## config.mk

```make
export PLATFORM = sky130hd
export DESIGN_NAME = sram_req_port
export DESIGN_NICKNAME = d
export VERILOG_FILES = /design/src/rtl/sram_req_port_pkg.sv /design/src/rtl/sram_rsp_fifo.sv /design/src/rtl/sram_req_port.sv
export SDC_FILE = /design/constraint.sdc
export NUM_CORES = 1
export LEC_CHECK = 0
export BUFFER_PORTS_ARGS = -buffer_cell sky130_fd_sc_hd__clkbuf_2
export CORE_UTILIZATION = 55
export CTS_CLUSTER_DIAMETER = 100
export DETAILED_ROUTE_END_ITERATION = 16
export PLACE_DENSITY = 0.82
export SYNTH_ARGS = -nofsm -noshare
export SYNTH_HDL_FRONTEND = slang
export SYNTH_SLANG_ARGS = --single-unit
```

## constraint.sdc

```tcl
create_clock -name clk_i -period 7.4 [get_ports clk_i]
set_input_delay 1.48 -clock clk_i [delete_from_list [all_inputs] [get_ports clk_i]]
set_output_delay 1.48 -clock clk_i [all_outputs]
set_load 0.1 [all_outputs]
```

## src/rtl/sram_req_port_pkg.sv

```systemverilog
// ============================================================================
// sram_req_port_pkg
// Shared state encodings and credit-count sizing for the SRAM request port.
// Revision: 1.0 - initial release
// ============================================================================
`default_nettype none

package sram_req_port_pkg;

    typedef enum logic [0:0] {
        S_INIT = 1'b0,
        S_RUN  = 1'b1
    } port_state_e;

    // Width able to hold every value 0..depth inclusive.
    function automatic int credit_width(input int depth);
        return $clog2(depth + 1);
    endfunction

endpackage

`default_nettype wire

```

## src/rtl/sram_rsp_fifo.sv

```systemverilog
// ============================================================================
// sram_rsp_fifo
// Synchronous response FIFO with push/pop, occupancy count and registered head.
// Revision: 1.0 - initial release
// ============================================================================
`default_nettype none

module sram_rsp_fifo
    import sram_req_port_pkg::*;
#(
    parameter int XLEN      = 32,
    parameter int RSP_DEPTH = 4,
    parameter int CW        = credit_width(RSP_DEPTH)
) (
    input  logic            clk_i,
    input  logic            rst_i,
    input  logic            push_i,
    input  logic [XLEN-1:0] push_data_i,
    input  logic            pop_i,
    output logic [CW-1:0]   cnt_o,
    output logic [XLEN-1:0] head_o,
    output logic            not_empty_o
);

    localparam int PW = (RSP_DEPTH > 1) ? $clog2(RSP_DEPTH) : 1;

    logic [XLEN-1:0] mem_q [RSP_DEPTH];
    logic [XLEN-1:0] mem_d [RSP_DEPTH];
    logic [PW-1:0]   wr_ptr_q, wr_ptr_d;
    logic [PW-1:0]   rd_ptr_q, rd_ptr_d;
    logic [CW-1:0]   cnt_q, cnt_d;
    logic            w_pop;

    // Pointers wrap modulo RSP_DEPTH, which need not be a power of two.
    function automatic logic [PW-1:0] ptr_inc(input logic [PW-1:0] p);
        return (p == PW'(RSP_DEPTH - 1)) ? '0 : p + 1'b1;
    endfunction

    assign w_pop = pop_i & (cnt_q != '0);

    always_comb begin
        mem_d    = mem_q;
        wr_ptr_d = wr_ptr_q;
        rd_ptr_d = rd_ptr_q;
        cnt_d    = cnt_q;
        if (push_i) begin
            mem_d[wr_ptr_q] = push_data_i;
            wr_ptr_d        = ptr_inc(wr_ptr_q);
        end
        if (w_pop) begin
            rd_ptr_d = ptr_inc(rd_ptr_q);
        end
        case ({push_i, w_pop})
            2'b10:   cnt_d = cnt_q + 1'b1;
            2'b01:   cnt_d = cnt_q - 1'b1;
            default: cnt_d = cnt_q;
        endcase
    end

    always_ff @(posedge clk_i or posedge rst_i) begin
        if (rst_i) begin
            for (int i = 0; i < RSP_DEPTH; i++) begin
                mem_q[i] <= '0;
            end
            wr_ptr_q <= '0;
            rd_ptr_q <= '0;
            cnt_q    <= '0;
        end else begin
            mem_q    <= mem_d;
            wr_ptr_q <= wr_ptr_d;
            rd_ptr_q <= rd_ptr_d;
            cnt_q    <= cnt_d;
        end
    end

    assign cnt_o       = cnt_q;
    assign head_o      = mem_q[rd_ptr_q];
    assign not_empty_o = (cnt_q != '0);

    // Upstream credit accounting guarantees room for every push.
    a_no_overflow: assert property (@(posedge clk_i) disable iff (rst_i)
        push_i |-> (cnt_q < CW'(RSP_DEPTH)));

endmodule

`default_nettype wire

```

## src/rtl/sram_req_port.sv

```systemverilog
// ============================================================================
// sram_req_port
// Valid/ready front end for a 1-cycle single-port SRAM with credit-checked
// response FIFO. Optional post-reset clear sweep: define SRAM_PORT_INIT_EN.
// Revision: 1.0 - initial release
// ============================================================================
`default_nettype none

module sram_req_port
    import sram_req_port_pkg::*;
#(
    parameter int XLEN      = 32,
    parameter int N_ENTRIES = 1024,
    parameter int RSP_DEPTH = 4,
    parameter int AW        = $clog2(N_ENTRIES)
) (
    input  logic            clk_i,
    input  logic            rst_i,
    input  logic            req_valid_i,
    output logic            req_ready_o,
    input  logic            req_we_i,
    input  logic [AW-1:0]   req_addr_i,
    input  logic [XLEN-1:0] req_data_i,
    output logic            rsp_valid_o,
    input  logic            rsp_ready_i,
    output logic [XLEN-1:0] rsp_data_o,
    output logic            sram_en_o,
    output logic            sram_we_o,
    output logic [AW-1:0]   sram_addr_o,
    output logic [XLEN-1:0] sram_wdata_o,
    input  logic [XLEN-1:0] sram_rdata_i,
    input  logic            flush_i,
    output logic            init_done_o
);

    localparam int CW = credit_width(RSP_DEPTH);

    logic          rd_pend_q, rd_pend_d;
    logic [CW-1:0] fifo_cnt;
    logic [CW:0]   credits_used;
    logic          run;
    logic          accept;

    // A read in flight already owns a FIFO slot, so it counts against credit.
    assign credits_used = {1'b0, fifo_cnt} + {{CW{1'b0}}, rd_pend_q};
    assign req_ready_o  = run & (credits_used < (CW + 1)'(RSP_DEPTH));
    assign accept       = req_valid_i & req_ready_o;

    always_comb begin
        rd_pend_d = accept & ~req_we_i;
    end

    always_ff @(posedge clk_i or posedge rst_i) begin
        if (rst_i) begin
            rd_pend_q <= 1'b0;
        end else begin
            rd_pend_q <= rd_pend_d;
        end
    end

    sram_rsp_fifo #(
        .XLEN      (XLEN),
        .RSP_DEPTH (RSP_DEPTH),
        .CW        (CW)
    ) u_rsp_fifo (
        .clk_i       (clk_i),
        .rst_i       (rst_i),
        .push_i      (rd_pend_q),
        .push_data_i (sram_rdata_i),
        .pop_i       (rsp_ready_i),
        .cnt_o       (fifo_cnt),
        .head_o      (rsp_data_o),
        .not_empty_o (rsp_valid_o)
    );

`ifdef SRAM_PORT_INIT_EN
    port_state_e   state_q, state_d;
    logic [AW-1:0] sweep_q, sweep_d;

    always_comb begin
        state_d      = state_q;
        sweep_d      = sweep_q;
        sram_en_o    = accept;
        sram_we_o    = req_we_i;
        sram_addr_o  = req_addr_i;
        sram_wdata_o = req_data_i;
        case (state_q)
            S_INIT: begin
                sram_en_o    = 1'b1;
                sram_we_o    = 1'b1;
                sram_addr_o  = sweep_q;
                sram_wdata_o = '0;
                sweep_d      = sweep_q + 1'b1;
                if (sweep_q == AW'(N_ENTRIES - 1)) begin
                    state_d = S_RUN;
                    sweep_d = '0;
                end
            end
            S_RUN: begin
                // Wait for the in-flight read to land before clearing the array.
                if (flush_i && !rd_pend_q) begin
                    state_d = S_INIT;
                end
            end
            default: state_d = S_INIT;
        endcase
    end

    always_ff @(posedge clk_i or posedge rst_i) begin
        if (rst_i) begin
            state_q <= S_INIT;
            sweep_q <= '0;
        end else begin
            state_q <= state_d;
            sweep_q <= sweep_d;
        end
    end

    assign run         = (state_q == S_RUN);
    assign init_done_o = run;
`else
    logic init_done_q, init_done_d;
    logic unused_flush;

    assign unused_flush = flush_i;

    always_comb begin
        init_done_d  = 1'b1;
        sram_en_o    = accept;
        sram_we_o    = req_we_i;
        sram_addr_o  = req_addr_i;
        sram_wdata_o = req_data_i;
    end

    always_ff @(posedge clk_i or posedge rst_i) begin
        if (rst_i) begin
            init_done_q <= 1'b0;
        end else begin
            init_done_q <= init_done_d;
        end
    end

    assign run         = init_done_q;
    assign init_done_o = init_done_q;
`endif

endmodule

`default_nettype wire

```

==> impl_metrics.toml <==
[cts]
cts_sinks = 137
clk_latency_ps = 410
cts_setup_buffers = 0
cts_tree = "done"
cts.clk_slew.worst_paths_ps = 60
htree_levels = 4
cts_resized = 0
holdBufCountCts = 0
cts_buffer_depth = 2
cts_buffers = 17
root_buffer = "clkbuf_16"

[grt]
grt_use_total_pct = 20.5
grt.met1_usage_pct = 25.4
use_met3_pct = 6.00
antenna_found_initial = 0
grt_start_max_net_pins = 79
grt_pass1_vias = 3599
grt_util_met2_pct = 33.9
gr-total-overflow = 0
busiest_layer = "met2"
grt_pass1_wl_um = 18100

[die]
core_area_mm2 = 0.0114
die_h_um = 110
ios = 159
die_area_mm2 = 0.0122
start_util_pct = 56.6
std_cell_rows = 39
fp.dieW_um = 110

[route]
wl_per_cell_um = 19.4
first_iter_violations = 179
drtPass1Iterations = 4
vias_per_cell = 5.69
drc = 0
routed_wl_um = 11400
ant_nets = 0
vias = 3325

[critical_path]
worstSetupEndpointType = "primary output"
worst-setup-path-type = "flop to primary output"
worst_setup_path_start_kind = "flop"
cp_data_arrival_time_ps = 2400
path_max_fanout = 34
worstPathRequired_ps = 5920

[logic_synthesis]
yosysWarnings = 0
ys_ff_latch = 137
synth_area_per_cell_um2 = 16.2
syn_nets = 486
synthTopCellsByCount = "137 x dfrtp_1, 119 x mux2_2, 44 x buf_4"
async_flop_share_pct = 100
synth_area_leaders = "dfrtp_1 53%, mux2_2 21%, mux4_2 10%"
syn-instance-count = 399
synth.top_cell.area_share_pct = 53.1
ys_seq_area_share_pct = 53.1
synth.most_common_cell = "dfrtp_1"
yosysTopAreaCell = "dfrtp_1"
synthFlopType = "dfrtp_1"
synth-edff-count = 0
syn_area_mm2 = 0.00646
synth_cell_types = 26

[placed_design]
dp_hpwl_um = 6860
port_buffers = 73
gp_congestion = 0.657
pre_cts_slack_ps = 3800

[timing]
worst_pin_slew_ps = 922
post-route-min-period_ps = 3880
hold_viol_final = 0
final-setup-viol-count = 0
relSlewSlack_pct = 38.5
fin_skew_ps = 8.04
rsz0062_at_grt = "false"
finalWorstSetupSlack_ps = 3520
timing.final.max_slew_violations = 0
post-route-period-util_pct = 52.5
setup_tns_ps = 0
max_freq_ghz = 0.258

[layout]
nNetsFinal = 516
antenna_cells = 0
drive_gt1_share_pct = 60.1
areaGrowthSynthToFinish_pct = 9.47
num-fill-cells = 882

[status]
outcome = "finished clean"

[worst_hold_path]
hp-class = "flop to flop"

[flow_run]
cap_violations = 0
per-stage QoR:
step,std cells,area (um^2),util (%),hold slack (ps)
2_1_floorplan,399,6460,-,459
3_3_place_gp,553,6480,56.7,469
3_5_place_dp,553,6480,56.7,482
4_1_cts,584,7070,61.9,495
5_1_grt,584,7070,61.9,502
6_report,584,7070,61.9,493
registers in the layout, summed over array words and instances, names as in the netlist:
name	flops
u_rsp_fifo.mem_q	128
u_rsp_fifo.cnt_o	3
u_rsp_fifo.rd_ptr_q	2
u_rsp_fifo.wr_ptr_q	2
init_done_o	1
rd_pend_q	1
metal layers:
metal,vias to the layer above,routed length (um)
met5,-,0
met4,0,134
met3,17,641
met2,101,5810
met1,1750,4770
li1,1457,-
layout by cell type, fill, tap and decap left out, types with 2 or more instances in the layout:
master / synthesis / layout
mux2_1: 11 / 11
dfrtp_2: 0 / 2
bufinv_16: 0 / 3
clkinvlp_4: 0 / 4
xor2_1: 2 / 2
dfrtp_1: 137 / 135
ha_1: 6 / 6
inv_1: 9 / 8
clkinv_2: 0 / 5
mux4_1: 2 / 2
o21ai_0: 2 / 2
mux4_2: 30 / 30
nor2_1: 2 / 2
clkbuf_2: 0 / 73
nand2_4: 4 / 4
clkbuf_16: 0 / 17
mux2_2: 119 / 119
buf_4: 44 / 2
cell type report:
| class | instances | area [um^2] | area share, % |
|---|---|---|---|
| Timing Repair Buffer | 75 | 380 | 5.38 |
| Clock inverter | 13 | 154 | 2.18 |
| Inverter | 9 | 38.8 | 0.549 |
| Sequential cell | 137 | 3430 | 48.5 |
| Multi-Input combinational cell | 189 | 2450 | 34.6 |
| Clock buffer | 18 | 439 | 6.21 |
| Tap cell | 143 | 179 | 2.53 |
logic make-up (layout without fill, tap and decap cells):
group,Yosys count,count (layout),synth area share (%)
muxes,163,163,34.1
DFF,137,137,53.1
buffers and inverters,73,115,9.01
and+or+nand+nor,12,12,1.47
adders and majority gates,7,7,1.47
AOI/OAI and AO/OA,3,3,0.387
xor gates and xnor gates,3,3,0.407
other,1,1,0.0581
final timing paths:
| path | start | cells past startpoint | slack [ps] | end |
|---|---|---|---|---|
| max reg2reg | u_rsp_fifo.cnt_o[1] | 9 | 5480 | u_rsp_fifo.cnt_o[2] |
| min | u_rsp_fifo.mem_q[92] | 1 | 490 | u_rsp_fifo.mem_q[92] |
| max | u_rsp_fifo.rd_ptr_q[1] | 2 | 3520 | rsp_data_o[2] |
| max in group asynchronous | rst_i | 3 | 4970 | u_rsp_fifo.mem_q[21] |
| min in group asynchronous | rst_i | 2 | 1170 | u_rsp_fifo.mem_q[120] |
| min reg2reg | u_rsp_fifo.mem_q[92] | 1 | 490 | u_rsp_fifo.mem_q[92] |
critical path: stages (launching register included):
cell and delay [ps]:
dfrtp_2 970, mux4_2 630, clkbuf_2 390
Power is left out: the tool's default activity adds up to more than one toggle a clock period on the data nets, which glitch-free logic cannot reach.
